File: src/rtl/whole_system_ctrl.sv
// -----------------------------------------------------------------------------
// whole_system_ctrl
// Queued command sequencer. Commands {addr1, addr2, dest, op} are pushed into
// a small FIFO. A five-state FSM pops one command at a time, fetches two 4-bit
// operands from an external ROM, applies the operation and writes the 8-bit
// result into an external register file.
//
// Ports
//   clk                  system clock, rising-edge
//   rst                  asynchronous reset, active low
//   cmd_valid/cmd_ready  command handshake (push when both are 1)
//   cmd_addr1/2          ROM addresses of operands A and B
//   cmd_dest             register-file destination
//   cmd_op               00 add, 01 sub, 10 mul, 11 pass A
//   rom_addr/rom_data    ROM read port (data combinational from address)
//   rf_we/rf_waddr/rf_wdata  register-file write port
//   result               last value written
//   busy                 FSM not in IDLE
//   done                 one-cycle pulse in the WRITE cycle
// -----------------------------------------------------------------------------
module whole_system_ctrl #(
  parameter int QDEPTH = 2
) (
  input  logic       clk,
  input  logic       rst,
  input  logic       cmd_valid,
  output logic       cmd_ready,
  input  logic [2:0] cmd_addr1,
  input  logic [2:0] cmd_addr2,
  input  logic [2:0] cmd_dest,
  input  logic [1:0] cmd_op,
  output logic [2:0] rom_addr,
  input  logic [3:0] rom_data,
  output logic       rf_we,
  output logic [2:0] rf_waddr,
  output logic [7:0] rf_wdata,
  output logic [7:0] result,
  output logic       busy,
  output logic       done
);

  localparam int PW = (QDEPTH > 1) ? $clog2(QDEPTH) : 1;
  localparam int CW = $clog2(QDEPTH + 1);
  localparam logic [PW-1:0] PTR_LAST = PW'(QDEPTH - 1);
  localparam logic [CW-1:0] CNT_FULL = CW'(QDEPTH);

  typedef struct packed {
    logic [2:0] addr1;
    logic [2:0] addr2;
    logic [2:0] dest;
    logic [1:0] op;
  } cmd_t;

  typedef enum logic [2:0] {
    IDLE    = 3'd0,
    FETCH_A = 3'd1,
    FETCH_B = 3'd2,
    EXEC    = 3'd3,
    WRITE   = 3'd4
  } state_t;

  state_t          state_q, state_d;
  cmd_t            fifo_q [QDEPTH];
  cmd_t            fifo_d [QDEPTH];
  logic [PW-1:0]   wr_ptr_q, wr_ptr_d;
  logic [PW-1:0]   rd_ptr_q, rd_ptr_d;
  logic [CW-1:0]   count_q, count_d;
  cmd_t            cur_q, cur_d;
  logic [3:0]      opa_q, opa_d;
  logic [3:0]      opb_q, opb_d;
  logic [7:0]      result_q, result_d;

  logic            full;
  logic            pop;
  logic            push;
  logic [7:0]      a8;
  logic [7:0]      b8;
  logic [7:0]      alu;

  // A pop only depends on FSM state and occupancy, never on cmd_valid, so
  // letting it open cmd_ready when full creates no combinational loop. This
  // is what allows a push to land on the same edge that frees the slot.
  always_comb begin
    full      = (count_q == CNT_FULL);
    pop       = (state_q == IDLE) && (count_q != '0);
    cmd_ready = !full || pop;
    push      = cmd_valid && cmd_ready;
  end

  always_comb begin
    a8 = {4'b0000, opa_q};
    b8 = {4'b0000, opb_q};
    unique case (cur_q.op)
      2'b00:   alu = a8 + b8;
      2'b01:   alu = a8 - b8;
      2'b10:   alu = a8 * b8;
      default: alu = a8;
    endcase
  end

  // FIFO bookkeeping
  always_comb begin
    fifo_d   = fifo_q;
    wr_ptr_d = wr_ptr_q;
    rd_ptr_d = rd_ptr_q;
    count_d  = count_q;
    if (push) begin
      fifo_d[wr_ptr_q] = '{addr1: cmd_addr1, addr2: cmd_addr2, dest: cmd_dest, op: cmd_op};
      wr_ptr_d = (wr_ptr_q == PTR_LAST) ? '0 : wr_ptr_q + 1'b1;
    end
    if (pop) begin
      rd_ptr_d = (rd_ptr_q == PTR_LAST) ? '0 : rd_ptr_q + 1'b1;
    end
    if (push && !pop) begin
      count_d = count_q + 1'b1;
    end else if (pop && !push) begin
      count_d = count_q - 1'b1;
    end
  end

  // Next state and outputs
  always_comb begin
    state_d  = state_q;
    cur_d    = cur_q;
    opa_d    = opa_q;
    opb_d    = opb_q;
    result_d = result_q;
    rom_addr = 3'd0;
    rf_we    = 1'b0;
    rf_waddr = 3'd0;
    rf_wdata = 8'd0;
    done     = 1'b0;
    busy     = (state_q != IDLE);
    result   = result_q;
    unique case (state_q)
      IDLE: begin
        if (pop) begin
          cur_d   = fifo_q[rd_ptr_q];
          state_d = FETCH_A;
        end
      end
      FETCH_A: begin
        rom_addr = cur_q.addr1;
        opa_d    = rom_data;
        state_d  = FETCH_B;
      end
      FETCH_B: begin
        rom_addr = cur_q.addr2;
        opb_d    = rom_data;
        state_d  = EXEC;
      end
      EXEC: begin
        result_d = alu;
        state_d  = WRITE;
      end
      WRITE: begin
        rf_we    = 1'b1;
        rf_waddr = cur_q.dest;
        rf_wdata = result_q;
        done     = 1'b1;
        state_d  = IDLE;
      end
      default: state_d = IDLE;
    endcase
  end

  always_ff @(posedge clk or negedge rst) begin
    if (!rst) begin
      state_q  <= IDLE;
      wr_ptr_q <= '0;
      rd_ptr_q <= '0;
      count_q  <= '0;
      cur_q    <= '0;
      opa_q    <= '0;
      opb_q    <= '0;
      result_q <= '0;
      for (int i = 0; i < QDEPTH; i++) begin
        fifo_q[i] <= '0;
      end
    end else begin
      state_q  <= state_d;
      wr_ptr_q <= wr_ptr_d;
      rd_ptr_q <= rd_ptr_d;
      count_q  <= count_d;
      cur_q    <= cur_d;
      opa_q    <= opa_d;
      opb_q    <= opb_d;
      result_q <= result_d;
      fifo_q   <= fifo_d;
    end
  end

endmodule

File: config.mk
export PLATFORM = sky130hd
export DESIGN_NAME = whole_system_ctrl
export DESIGN_NICKNAME = d
export VERILOG_FILES = /design/src/rtl/whole_system_ctrl.sv
export SDC_FILE = /design/constraint.sdc
export NUM_CORES = 1
export LEC_CHECK = 0
export CAP_MARGIN = 15
export CORE_AREA = 4 4 82 92
export DETAILED_ROUTE_END_ITERATION = 10
export DIE_AREA = 0 0 86 96
export PLACE_DENSITY = 0.75
export SLEW_MARGIN = 20
export SYNTH_ARGS = -nofsm -noshare
export SYNTH_HDL_FRONTEND = slang
export SYNTH_SLANG_ARGS = --single-unit
export TNS_END_PERCENT = 1
File: constraint.sdc
create_clock -name clk -period 3.1 [get_ports clk]
set_input_delay 0.31 -clock clk [delete_from_list [all_inputs] [get_ports clk]]
set_output_delay 0.31 -clock clk [all_outputs]
set_load 0.1 [all_outputs]
; Word level (Yosys, flattened, before mapping)
; Index checks and enable logic that the tools add are counted.
[op_classes]
n_eq_ne = 8
add_sub_neg = 6
reduce_logical = 15
mux = 17
n_mul = 1
bitwise_logic = 2
magnitude_cmp = 3
[op_table]
columns = cell, count
row1 = $mux 11, 4
row2 = $pmux 8 s3, 1
row3 = $bwmux 22, 1
row4 = $pmux 3 s4, 1
row5 = $demux 11 s1, 1
row6 = $mul 4x4->8, 1
row7 = $mux 8, 1
row8 = $eq 3x2->1 const B, 2
row9 = $mux 3, 2
row10 = $pmux 3 s2, 1
row11 = $add 4x4->5, 1
row12 = $logic_and 1x1->1, 5
row13 = $sub 4x4->5, 1
row14 = $eq 2x2->1 const B, 2
row15 = $ge 2x2->1 const B, 2
row16 = $mux 2, 2
row17 = $not 1->2, 2
row18 = $reduce_bool 2->1, 2
row19 = $eq 3x1->1 const B, 1
row20 = $eq 3x3->1 const B, 1
row21 = $logic_not 1->1, 3
row22 = $logic_not 3->1, 1
row23 = $mux 1, 3
row24 = $reduce_bool 3->1, 1
row25 = 9 further kinds, 10
[totals]
in_bits = 18
ff_bits = 56
output_inout_bits = 26

; Longest topological paths before layout
; Gate-level depths: netlist of the first run.
[depth]
depth_word = 8
mapped_depth = 12
depth_no_buf = 12

; Least setup slack after synthesis of the first run
; No wires, ideal clock.
[synth_path]
kind = register -> register
from = register opa_q[1]
to = register result_q[7] (netlist: result[7])
path_stages_with_launch = 11
t_arrival_ps = 2948
required_time_ps = 3018
n_path_buf = 0
slack_ps = 70
synth_period_minus_slack_ps = 3030
cell_sequence = dfrtp_1 nand2_1 fa_1 inv_1 fa_1 ha_1 a211oi_1 or4b_2 o31ai_1 o21ai_0 a31oi_1
[synth_between]
elab_chain_cells = 2
word_cells_on_any_way = 3
classes_between = 1 x add/sub / 1 x mul / 1 x mux
[synth_lines]
columns = item, line
row1 = start: declaration, 69  ; logic [3:0] opa_q, opa_d;
row2 = start signal: assignment, 186  ; opa_q <= opa_d;
row3 = $mul 4x4->8 / $sub 4x4->5 (equally long branches), "96, 95"
row4 = $pmux 8 s3 (*), 93  ; unique case (cur_q.op)
row5 = end signal: assignment, 188  ; result_q <= result_d;
row6 = end: declaration, 71  ; logic [7:0] result_q, result_d;
; Mark *: on every way between the ends. The rest lies on a longest branch, timed or not.
; A chain may end at the register's enable or synchronous reset.

; Worst setup path after layout of the first run
[layout_path]
from = register opa_q[2]
to = register result_q[7] (netlist: result[7])
; Same word-level chain as after synthesis.

==> impl_results.md, run 1 <==
* Finished Layout Cells at 416
* Mapped Area at 3240 sq um
* Type of the tightest min-delay check: flop to flop
* DR iter-0 viols at 72
* Post-synthesis sequential area ratio at 0.433
* Number of diodes at 0
* Final Skew at 0.0114 ns
* Worst setup SP type: flop
* Largest area contributor in the netlist: dfrtp_1
* P&R area growth vs syn at 23.0%
* Final Hold Violating Endpoints at 0
* Slew Viols, Final at 0
* Yosys warns at 0
* Die Area at 8260 sq um
* DRC Markers at 0
* Die Wd at 86 um
* Max_slew headroom at 0.349
* Via density at 5.37
* Fin Setup TNS at 0 ns
* Clock slew at reported path FFs at 0.10 ns
* Status: completed
* Post-Place Cells at 406
* Fmax achieved at 334 MHz
* # rows at 31
* First-pass GRT wire length at 11.1 mm
* Syn avg cell area at 11.4 sq um
* Clock Latency Late Sink at 0.31 ns
* Syn Nets at 328
* # port buffers at 43
* Fillcell total at 522
* Crit share post-route at 0.967
* Grt ovf at 0
* Pre-antenna DRT Iters at 4
* FF+latch area at 1400 sq um
* Critical path class: flop to flop
* I/O pins at 44
* Clock Tree Root: clkbuf_8
* HPWL Detailed at 4.94 mm
* Routed via count at 2233
* Antenna Nets Post-Route at 0
* CTS Buf Count at 5
* Worst hold slack at 0.502 ns
* Layout net count at 379
* Largest net degree at the start of global routing at 32
* Chip Height at 96 um
* Core ar. at 6560 sq um
* Post-Route WL at 6.46 mm
* Vias in the first global route at 2343
* H-tree Lvls at 2
* Routed wire per std cell at 15.5 um
* Max FO, Critical Path at 7
* Fraction of layout cells with a size suffix above 1 at 0.231
* Share of the synthesized area in the top cell type at 0.433
* Total GRT Usage at 0.169
* EDFF count, synth at 0
* RSZ-0062 raised after global routing: no
* Ys async rst share at 1.00
* Mapped Cells at 283
* Crit. End Element: flop
* #FFs+latches synth at 56
* Clock tree sinks at 56
* Minimum clock period after layout at 3.00 ns
* Worst-margin pin slew at 0.974 ns
* Commonest cells post-synth: 56 x dfrtp_1, 22 x nor2_1, 21 x ha_1, 20 x mux2_4, 18 x and2_1
* Multi-input gate area at 1720 sq um
* Effective utilization at floorplan at 0.494
* Placer Congestion at 0.834
* Top post-synthesis cells by area: dfrtp_1 43%, mux2_4 9.3%, ha_1 8.1%
* Clock Path Buffers at 2
* Antenna violations before repair at 0
* Main synth FF type: dfrtp_1
* Worst EP arrival at 3.23 ns
* Finish-stage setup viols at 0
* Count leader, synth: dfrtp_1
* Synth cell types at 47
* TritonCTS clock tree: yes
* Crit path required time at 3.33 ns
* Max-cap viol count at 0
## final timing paths
| path | startpoint | end | slack [ns] | cells after the start |
|---|---|---|---|---|
| max | opa_q[2] | result[7] | 0.10 | 10 |
| min | result[1] | result[1] | 0.50 | 2 |
| max reg2reg | opa_q[2] | result[7] | 0.10 | 10 |
| min reg2reg | result[1] | result[1] | 0.50 | 2 |
| max in group asynchronous | rst | opa_q[2] | 1.76 | 3 |
| min in group asynchronous | rst | fifo_q[15] | 0.51 | 2 |
## metrics by stage
step | utilization | setup slack, ns | area [sq um]
detailed placement | 0.590 | 0.00670 | 3870
finish | 0.608 | 0.102 | 3980
floorplan | - | 0.0700 | 3240
CTS | 0.605 | 0.00135 | 3960
global placement | 0.590 | 0.114 | 3870
global route | 0.608 | 0.00632 | 3980
## logic make-up (layout without fill, tap and decap cells)
| family | after synthesis | after routing | share of synthesized area |
|---|---|---|---|
| and+or+nand+nor | 75 | 75 | 0.131 |
| buffers and inverters | 26 | 77 | 0.0367 |
| muxes | 42 | 42 | 0.167 |
| AOI/OAI and AO/OA | 48 | 48 | 0.0896 |
| DFF | 56 | 56 | 0.433 |
| adders and majority gates | 27 | 27 | 0.118 |
| xor gates and xnor gates | 9 | 9 | 0.0243 |
## critical path, cell delays in order (launching register included)
cell and delay (ns):
dfrtp_2 0.44, nand2_1 0.09, fa_1 0.48, inv_1 0.05, fa_1 0.46, ha_1 0.31
a211oi_1 0.09, or4b_2 0.65, o31ai_1 0.09, o21ai_1 0.10, a31oi_1 0.17
## layout make-up
cell class                      count  share of cell area
Tap cell                           82              0.0258
Clock buffer                        5              0.0173
Multi-Input combinational cell    201               0.433
Timing Repair Buffer               55               0.154
Sequential cell                    56               0.352
Clock inverter                      2             0.00408
Inverter                           15              0.0141
## state kept, by name, indices dropped and copies added, names as in the netlist, 2 cells and up
register,cells
state_q,3
opb_q,4
cur_q,11
result,8
fifo_q,22
count_q,2
opa_q,4
## cells in the final DEF, fill, tap and decap left out, types with 3 or more instances in the layout
cell type | Yosys | layout
nor2_1 | 22 | 22
dfrtp_1 | 56 | 55
mux2_4 | 20 | 20
mux2_2 | 7 | 7
nand2_1 | 15 | 14
a21oi_1 | 17 | 17
a22o_1 | 3 | 3
and2_1 | 18 | 18
inv_1 | 14 | 14
buf_4 | 1 | 17
o21ai_0 | 13 | 12
buf_12 | 0 | 11
mux2i_1 | 14 | 14
ha_1 | 21 | 20
xor2_1 | 4 | 4
a21o_1 | 4 | 4
clkdlybuf4s50_1 | 0 | 25
fa_1 | 6 | 6
clkbuf_8 | 0 | 5
xnor2_1 | 5 | 5
## routing by layer
metal  global-route usage  share of wire
met1                0.209           0.43
met2                0.301           0.52
met3               0.0291          0.033
met4               0.0541          0.022
met5                    0              0
## what timing repair did
item | 4_1_cts | 5_1_grt
buffers inserted | 0 | 2
endpoints found under the hold margin | 12 | 0
endpoints found under the setup margin | 1 | 1
gates resized for setup | 1 | 3
hold buffers | 1 | 0
pin swaps | 0 | 2
Power of run 1 is not shown: default switching activity piles up to over one toggle a cycle in this logic, so the estimate is an artifact.
==> run 2: changes to the inputs <==
==> constraint.sdc (replaced) <==
create_clock -name clk -period 3.1 [get_ports clk]
set_input_delay 0.31 -clock clk [delete_from_list [all_inputs] [get_ports clk]]
set_output_delay 0.31 -clock clk [all_outputs]
set_load 0.05 [all_outputs]
==> run 2 against run 1 <==
Against the previous run: register-to-register slack improved by 0.03 ns; routed wire length down 3.5%; via count is 3.0% lower; sequential share of layout area grew 0.68 points; critical endpoint unchanged.
==> impl_results.md, run 2 (same netlist as run 1, synthesis figures left out) <==
* Most common cell after layout, fill and taps aside: dfrtp_1 (unchanged)
* Fmax achieved at 337 MHz (was 334 MHz)
* Max FO, Critical Path at 4 (was 7)
* Critical-path top delay cell: or4b_2 (unchanged)
* Fraction of layout cells with a size suffix above 1 at 0.204 (was 0.231)
* Finish-stage setup viols at 0 (unchanged)
* Routed via count at 2165 (was 2233)
* Type of the tightest min-delay check: input port to asynchronous set/reset pin (was flop to flop)
* Max reg flops at 22 (unchanged)
* DRC Markers at 0 (unchanged)
* Status: completed (unchanged)
* Crit. End Element: flop (unchanged)
* Util after Layout at 0.596 (was 0.608)
* # rows at 31 (unchanged)
* Worst-margin pin slew at 0.669 ns (was 0.974 ns)
* Number of diodes at 0 (unchanged)
* TritonCTS clock tree: yes (unchanged)
* Routed wire per std cell at 15.0 um (was 15.5 um)
* Layout net count at 377 (was 379)
* Grt ovf at 0 (unchanged)
* Pre-antenna DRT Iters at 4 (unchanged)
* Vias in the first global route at 2271 (was 2343)
* Clock Latency Late Sink at 0.30 ns (was 0.31 ns)
* Crit path cell chain: buf_4 -> ha_2 -> fa_1 -> ha_1 -> ha_4 -> o21ai_0 -> or4b_2 -> o31ai_2 -> o21ai_1 -> a31oi_1 (was nand2_1 -> fa_1 -> inv_1 -> fa_1 -> ha_1 -> a211oi_1 -> or4b_2 -> o31ai_1 -> o21ai_1 -> a31oi_1)
* H-tree Lvls at 2 (unchanged)
* Fin Setup TNS at 0 ns (unchanged)
* Clock Tree Root: clkbuf_8 (unchanged)
* DR iter-0 viols at 40 (was 72)
* HPWL Detailed at 4.75 mm (was 4.94 mm)
* Final Hold Violating Endpoints at 0 (unchanged)
* Core ar. at 6560 sq um (unchanged)
* Clock tree sinks at 56 (unchanged)
* P&R area growth vs syn at 20.7% (was 23.0%)
* Final Skew at 0.00747 ns (was 0.0114 ns)
* Effective utilization at floorplan at 0.494 (unchanged)
* Crit share post-route at 0.957 (was 0.967)
* Most frequent cells in the layout: 55 x dfrtp_1, 36 x clkdlybuf4s50_1, 22 x nor2_1, 20 x mux2_4 (was 55 x dfrtp_1, 25 x clkdlybuf4s50_1, 22 x nor2_1, 20 x mux2_4, 20 x ha_1)
* Worst EP arrival at 3.20 ns (was 3.23 ns)
* Minimum clock period after layout at 2.97 ns (was 3.00 ns)
* Die Area at 8260 sq um (unchanged)
* Max_slew headroom at 0.554 (was 0.349)
* Max-cap viol count at 0 (unchanged)
* Hold buffer count at CTS at 0 (was 1)
* Crit path required time at 3.33 ns (about the same)
* First-pass GRT wire length at 10.6 mm (was 11.1 mm)
* Largest net degree at the start of global routing at 31 (was 32)
* Slew Viols, Final at 0 (unchanged)
* Clock slew at reported path FFs at 0.09 ns (was 0.10 ns)
* R2r startpoint: opb_q[2] (was opa_q[2])
* CP max stage delay at 0.63 ns (was 0.65 ns)
* CTS Buf Count at 5 (unchanged)
* Antenna Nets Post-Route at 0 (unchanged)
* # port buffers at 43 (unchanged)
* Critical path class: flop to flop (unchanged)
* Post-Route WL at 6.23 mm (was 6.46 mm)
* Clock Path Buffers at 2 (unchanged)
* Reg2reg end: result[7] (unchanged)
* Via density at 5.22 (was 5.37)
* Placer Congestion at 0.864 (was 0.834)
* Antenna violations before repair at 0 (unchanged)
* Worst R2R Path Depth at 10 (unchanged)
* Register with the most flip-flops: fifo_q (unchanged)
* I/O pins at 44 (unchanged)
* Worst setup SP type: flop (unchanged)
* Die Wd at 86 um (unchanged)
* Flop-to-flop setup slack at 0.13 ns (was 0.10 ns)
* Chip Height at 96 um (unchanged)
* Total GRT Usage at 0.163 (was 0.169)
-- run 2: cell count changes in the layout (fill, tap and decap cells not counted), sizes merged --
cell / change
clkdlybuf4s50: +11
clkinvlp: -1
buf: -12
clkinv: +1
inv: -1
dlygate4sd3: -1
clkbuf: +1
bufinv: +1
-- run 2: layer usage --
layer	part of all wire	vias to the layer above	global-route usage
met5	0	-	0
met4	0.017	0	0.0488
met3	0.031	10	0.0265
met2	0.52	35	0.297
met1	0.43	1045	0.198
li1	-	1075	-
-- run 2: area by class of cell --
cell class | count | area, sq um
fill | 562 | 2650
multi-input combinational | 201 | 1750
sequential | 56 | 1400
timing repair buffer | 53 | 485
tap | 82 | 103
clock buffer | 6 | 72.6
inverter | 15 | 56.3
clock inverter | 2 | 35.0
-- run 2: worst max path at each step --
stage / from / to / slack [ns] / cells past startpoint
after floorplan: opa_q[1] / result[7] / 0.07 / 10
after global placement: opb_q[3] / result[7] / 0.11 / 10
after detailed placement: opb_q[3] / result[7] / 0.01 / 10
after CTS: opa_q[2] / result[7] / 0.01 / 10
after global routing: opb_q[2] / result[7] / -0.01 / 10
final: opb_q[2] / result[7] / 0.13 / 10
-- run 2: per-stage QoR --
stage | worst slack, ns | hold slack, ns | cell area [sq um] | std cells
2_1_floorplan | 0.0700 | 0.0144 | 3240 | 283
3_3_place_gp | 0.108 | 0.379 | 3740 | 404
3_5_place_dp | 0.0102 | 0.375 | 3740 | 404
4_1_cts | 0.0121 | 0.0332 | 3860 | 413
5_1_grt | -0.0141 | 0.0655 | 3910 | 415
6_report | 0.134 | 0.0211 | 3910 | 415
-- run 2: timing repair --
action	4_1_cts	5_1_grt
gates resized for setup	0	7
setup buffers	1	2
hold endpoints to repair	0	0
pin swaps	0	5
endpoints found under the setup margin	1	1
-- run 2: critical path, delay by kind of cell, from the launching register on --
kind	cells	cell delay (ns)
adder cells (fa/ha/maj)	4	1.30
AND/OR/NAND/NOR	1	0.63
AO/OA/AOI/OAI	4	0.41
flip-flops	1	0.41
buffers and inverters	1	0.14
Power of run 2 is left out for the same reason.
==> patch 1 (flow settings as in run 1) <==
Re-encode `state_t` (5 states) as one-hot, 5 bits wide.
--- a/src/rtl/whole_system_ctrl.sv
+++ b/src/rtl/whole_system_ctrl.sv
@@ -52,10 +52,10 @@
   } cmd_t;
 
-  typedef enum logic [2:0] {
-    IDLE    = 3'd0,
-    FETCH_A = 3'd1,
-    FETCH_B = 3'd2,
-    EXEC    = 3'd3,
-    WRITE   = 3'd4
+  typedef enum logic [4:0] {
+    IDLE    = 5'b00001,
+    FETCH_A = 5'b00010,
+    FETCH_B = 5'b00100,
+    EXEC    = 5'b01000,
+    WRITE   = 5'b10000
   } state_t;
 
Function: same outputs for any inputs over 10 cycles, from zero or initial values and one cycle with rst low; not proved beyond that.
==> patch 1 against run 1 <==
- final area grew 2.1%
- synthesized cell count grew 3.5%
- hold slack lost 410 ps
- area after synthesis grew 3.1%
- setup slack gained 82 ps
- wire length grew 4.8%
- die area is the same
- sequential cell count grew 2
- largest cell class unchanged
- highest routed layer unchanged
Power is left out: the tool's default activity adds up to more than one toggle a clock period on the data nets, which glitch-free logic cannot reach.
==> patch 1: results (changes against run 1) <==
Status
  • Status: finished, final reports clean

Placed design
  • Placed cell count: 413 (+1.7%)
  • Routability cong.: 0.899 (+7.8%)
  • Hpwl dp: 5090 um (+2.9%)

Critical path
  • Arrival time at the worst endpoint: 3110 ps (-120 ps)
  • Crit-path max cell delay: 530 ps (-120 ps)
  • R2R Setup Slk: 180 ps (+80 ps)
  • Slowest cell on crit path: fa_1
  • CP endpoint: result[3]
  • R2R cell count: 8 (-2)
  • Crit path buf inv count: 1 (unchanged)

Clock network
  • Total CTS buffers: 9 (+4)
  • Clock transition at path regs: 70 ps (-30 ps)
  • H-tree depth: 3 (+1)
  • CTS Hold Buffers Added: 0 (-1)
  • Worst skew pair latency: 340 ps (+30 ps)

Synth
  • Sequential element share of the synthesized area: 43.5% (+0.22 points)
  • Average instance area after synthesis: 11.4 um^2 (-0.39%)
  • Post-synthesis cell type count: 49 (+4.3%)
  • Top cells by area, synth: dfrtp_1 (43%), ha_1 (7.9%), mux2_4 (4.5%), mux2i_1 (3.9%), mux2_2 (3.7%)
  • Syn Nets: 338 (+3.0%)

STA
  • Tightest Pin Transition: 974 ps (+0.428 ps)
  • Skew final: 7.69 ps (-3.73 ps)

Finish
  • Nets@finish: 389 (+2.6%)

Worst hold path
  • HP Class: in -> async

Global route
  • Largest net degree at the start of global routing: 42 (+31%)
  • GRT Util Overall: 18.5% (+1.5 points)
  • Global-route wire length before repair: 11700 um (+5.0%)
  • Number of global-route vias before repair: 2375 (+1.4%)

Detailed routing
  • Routed WL: 6770 um (+4.8%)
  • Total number of vias: 2282 (+2.2%)
  • DRT iter0 DRCs: 97 (+35%)
[patch 1: worst reg2reg max path, delay by kind of cell, from the launching register on]
family,cells,cell delay (ps)
AND/OR/NAND/NOR,1,100
AO/OA/AOI/OAI,2,380
buffers and inverters,1,60
multiplexers,1,270
adder cells (fa/ha/maj),3,1520
flip-flops,1,450
[patch 1: how the worst min path moves through the flow]
stage                     startpoint         end  slack [ps]  cells past startpoint
after detailed placement  fifo_q[17]  fifo_q[17]         470                      1
final                            rst    rd_ptr_q          90                      1
after global placement    fifo_q[11]  fifo_q[11]         470                      1
after floorplan                  rst  count_q[0]          10                      0
after global routing             rst  fifo_q[21]         160                      1
after CTS                        rst  fifo_q[21]         110                      1
[patch 1: layout make-up]
class / count / area [um^2]
fill: 526 / 2490
multi-input combinational: 209 / 1760
sequential: 58 / 1450
timing repair buffer: 52 / 485
clock buffer: 12 / 155
tap: 82 / 103
inverter: 14 / 52.6
clock inverter: 4 / 51.3
[patch 1: stage by stage]
step                util, %  instance area, um^2  worst slack [ps]
CTS                    61.8                 4050               185
floorplan                 -                 3340               204
global placement       58.6                 3840               251
global route           62.0                 4070              19.9
detailed placement     58.6                 3840               196
finish                 62.0                 4070               185
[patch 1: logic make-up (layout without fill, tap and decap cells)]
group | Yosys count | after routing | share of synthesized area (%)
adder cells (fa/ha/maj) | 27 | 27 | 11.5
flip-flops | 58 | 58 | 43.5
AO/OA/AOI/OAI | 51 | 51 | 9.89
multiplexers | 45 | 45 | 16.1
buffers and inverters | 26 | 82 | 3.67
XOR/XNOR | 7 | 7 | 1.84
AND/OR/NAND/NOR | 79 | 79 | 13.5
[patch 1: repair_timing]
item                       in CTS  in global routing
buffers inserted                0                  2
gates resized for setup         0                  1
setup endpoints to repair       0                  1
[patch 1: per-layer routing]
layer	wire, um	track usage, %	part of all wire [%]
met3	186	3.60	2.7
met2	3500	32.2	52
met4	119	8.31	1.8
met5	0	0	0
met1	2960	22.0	44
==> patch 2 (settings of run 1) <==
Without the edit above. `QDEPTH`: 2 -> 1.
--- a/src/rtl/whole_system_ctrl.sv
+++ b/src/rtl/whole_system_ctrl.sv
@@ -20,5 +20,5 @@
 // -----------------------------------------------------------------------------
 module whole_system_ctrl #(
-  parameter int QDEPTH = 2
+  parameter int QDEPTH = 1
 ) (
   input  logic       clk,
Function: changed (Yosys sat finds a counterexample within 4 cycles, from zero or initial values and one cycle with rst low).
==> patch 2 against run 1 <==
- hold slack worse by 360 ps
- area after synthesis down 20%
- setup slack gained 100 ps
- final area down 19%
- wire length down 23%
- die area did not move
- sequential cell count is 14 lower
- critical path type unchanged
- critical endpoint unchanged
- largest cell class unchanged
Power is not shown: default switching activity piles up to over one toggle a cycle in this logic, so the estimate is an artifact.
==> patch 2: results (changes against run 1) <==
Status
  • Status: finished, final reports clean

Detailed routing
  • Vias per cell: 5.03 (-6.3%)
  • DRT iter0 DRCs: 78 (+8.3%)
  • Routed len/inst: 13.8 um (-11%)
  • Router iterations before antenna repair: 4 (unchanged)

Clock network
  • Clock transition at path regs: 80 ps (-20 ps)
  • Root Driver: clkbuf_8
  • H-tree depth: 2 (unchanged)

Synth
  • Top cells by count, synth: dfrtp_1 (42), ha_1 (20), nand2_1 (19), and2_1 (17), mux2_2 (16)
  • Sequential element share of the synthesized area: 40.6% (-2.7 points)
  • Synth Warn #: 0 (unchanged)
  • Syn Nets: 275 (-16%)
  • Top cells by area, synth: dfrtp_1 (41%), ha_1 (9.7%), mux2_2 (7.0%), mux2_4 (5.8%), fa_1 (4.6%)
  • Post-synthesis cell type count: 50 (+6.4%)

Critical path
  • Arrival time at the worst endpoint: 3120 ps (-110 ps)
  • Crit-path max cell delay: 540 ps (-110 ps)
  • Slowest cell on crit path: fa_1
  • CP Max Fanout: 4 (-3)

Global route
  • GRT Util Overall: 12.5% (-4.4 points)
  • Global-route wire length before repair: 8260 um (-26%)
  • Number of global-route vias before repair: 1772 (-24%)
  • Largest net degree at the start of global routing: 43 (+34%)

Placed design
  • Hpwl dp: 3840 um (-22%)
  • Routability cong.: 0.857 (+2.8%)

Floorplanning
  • Core box area: 6560 um^2 (unchanged)

Finish
  • Nets@finish: 319 (-16%)
  • # fillers: 613 (+17%)
  • Layout cells sized above 1: 24.6% (+1.6 points)

Worst hold path
  • HP Class: in -> async

STA
  • Tightest Pin Transition: 968 ps (-5.74 ps)
  • Skew final: 5.91 ps (-5.51 ps)
## patch 2: changes by cell type in the layout (fill, tap and decap cells not counted), sizes merged, moves of 4 or more
cell   before  now
nor2       22    6
dfrtp      56   42
xnor2       5    1
nand2      16   21
buf        29   24
mux2i      14    2
a21oi      17    7
## patch 2: per-stage QoR
stage	instance area (um^2)	worst slack [ps]	hold slack (ps)	cells	util [%]
floorplan	2590	202	14.4	231	-
global placement	3110	230	472	350	47.5
detailed placement	3110	118	490	350	47.5
CTS	3220	96.6	181	358	49.2
global route	3230	81.9	209	358	49.3
finish	3230	203	138	358	49.3
## patch 2: area by class of cell
cell class                 count  area, um^2  area share [%]
multi-input combinational    165        1440            44.4
sequential                    42        1050            32.6
timing repair buffer          46         473            14.6
tap                           82         103            3.18
clock buffer                   6        72.6            2.25
inverter                      15        56.3            1.74
clock inverter                 2        37.5            1.16
## patch 2: path summary, 6_finish.rpt
kind	end	from	slack (ps)	depth (start not counted)
setup / recovery	result[7]	opa_q[0]	200	9
hold / removal	opb_q[2]	rst	140	1
setup reg to reg	result[7]	opa_q[0]	200	9
hold reg to reg	result[1]	result[1]	500	2
max in group asynchronous	opa_q[2]	rst	2350	1
min in group clk	result[1]	result[1]	500	2
## patch 2: cells by family after synthesis
group	synth area share, %
fa+ha+maj	14.3
flops	40.6
mux	14.4
xor+xnor	0.677
buf+inv	4.16
compound gates	10.7
simple gates	15.1
## patch 2: timing repair
item,4_1_cts,5_1_grt
gates resized for setup,0,3
endpoints found under the setup margin,0,1
endpoints found under the hold margin,0,0
## patch 2: metal layers
layer  part of all wire (%)  GRT usage, %  routed length, um  vias to the layer above
met5                      0             0                  0                        -
met4                   0.97          3.43                 48                        0
met3                    5.1          3.25                253                        7
met2                     48          20.7               2380                       37
met1                     46          16.2               2270                      857
li1                       -             -                  -                      899
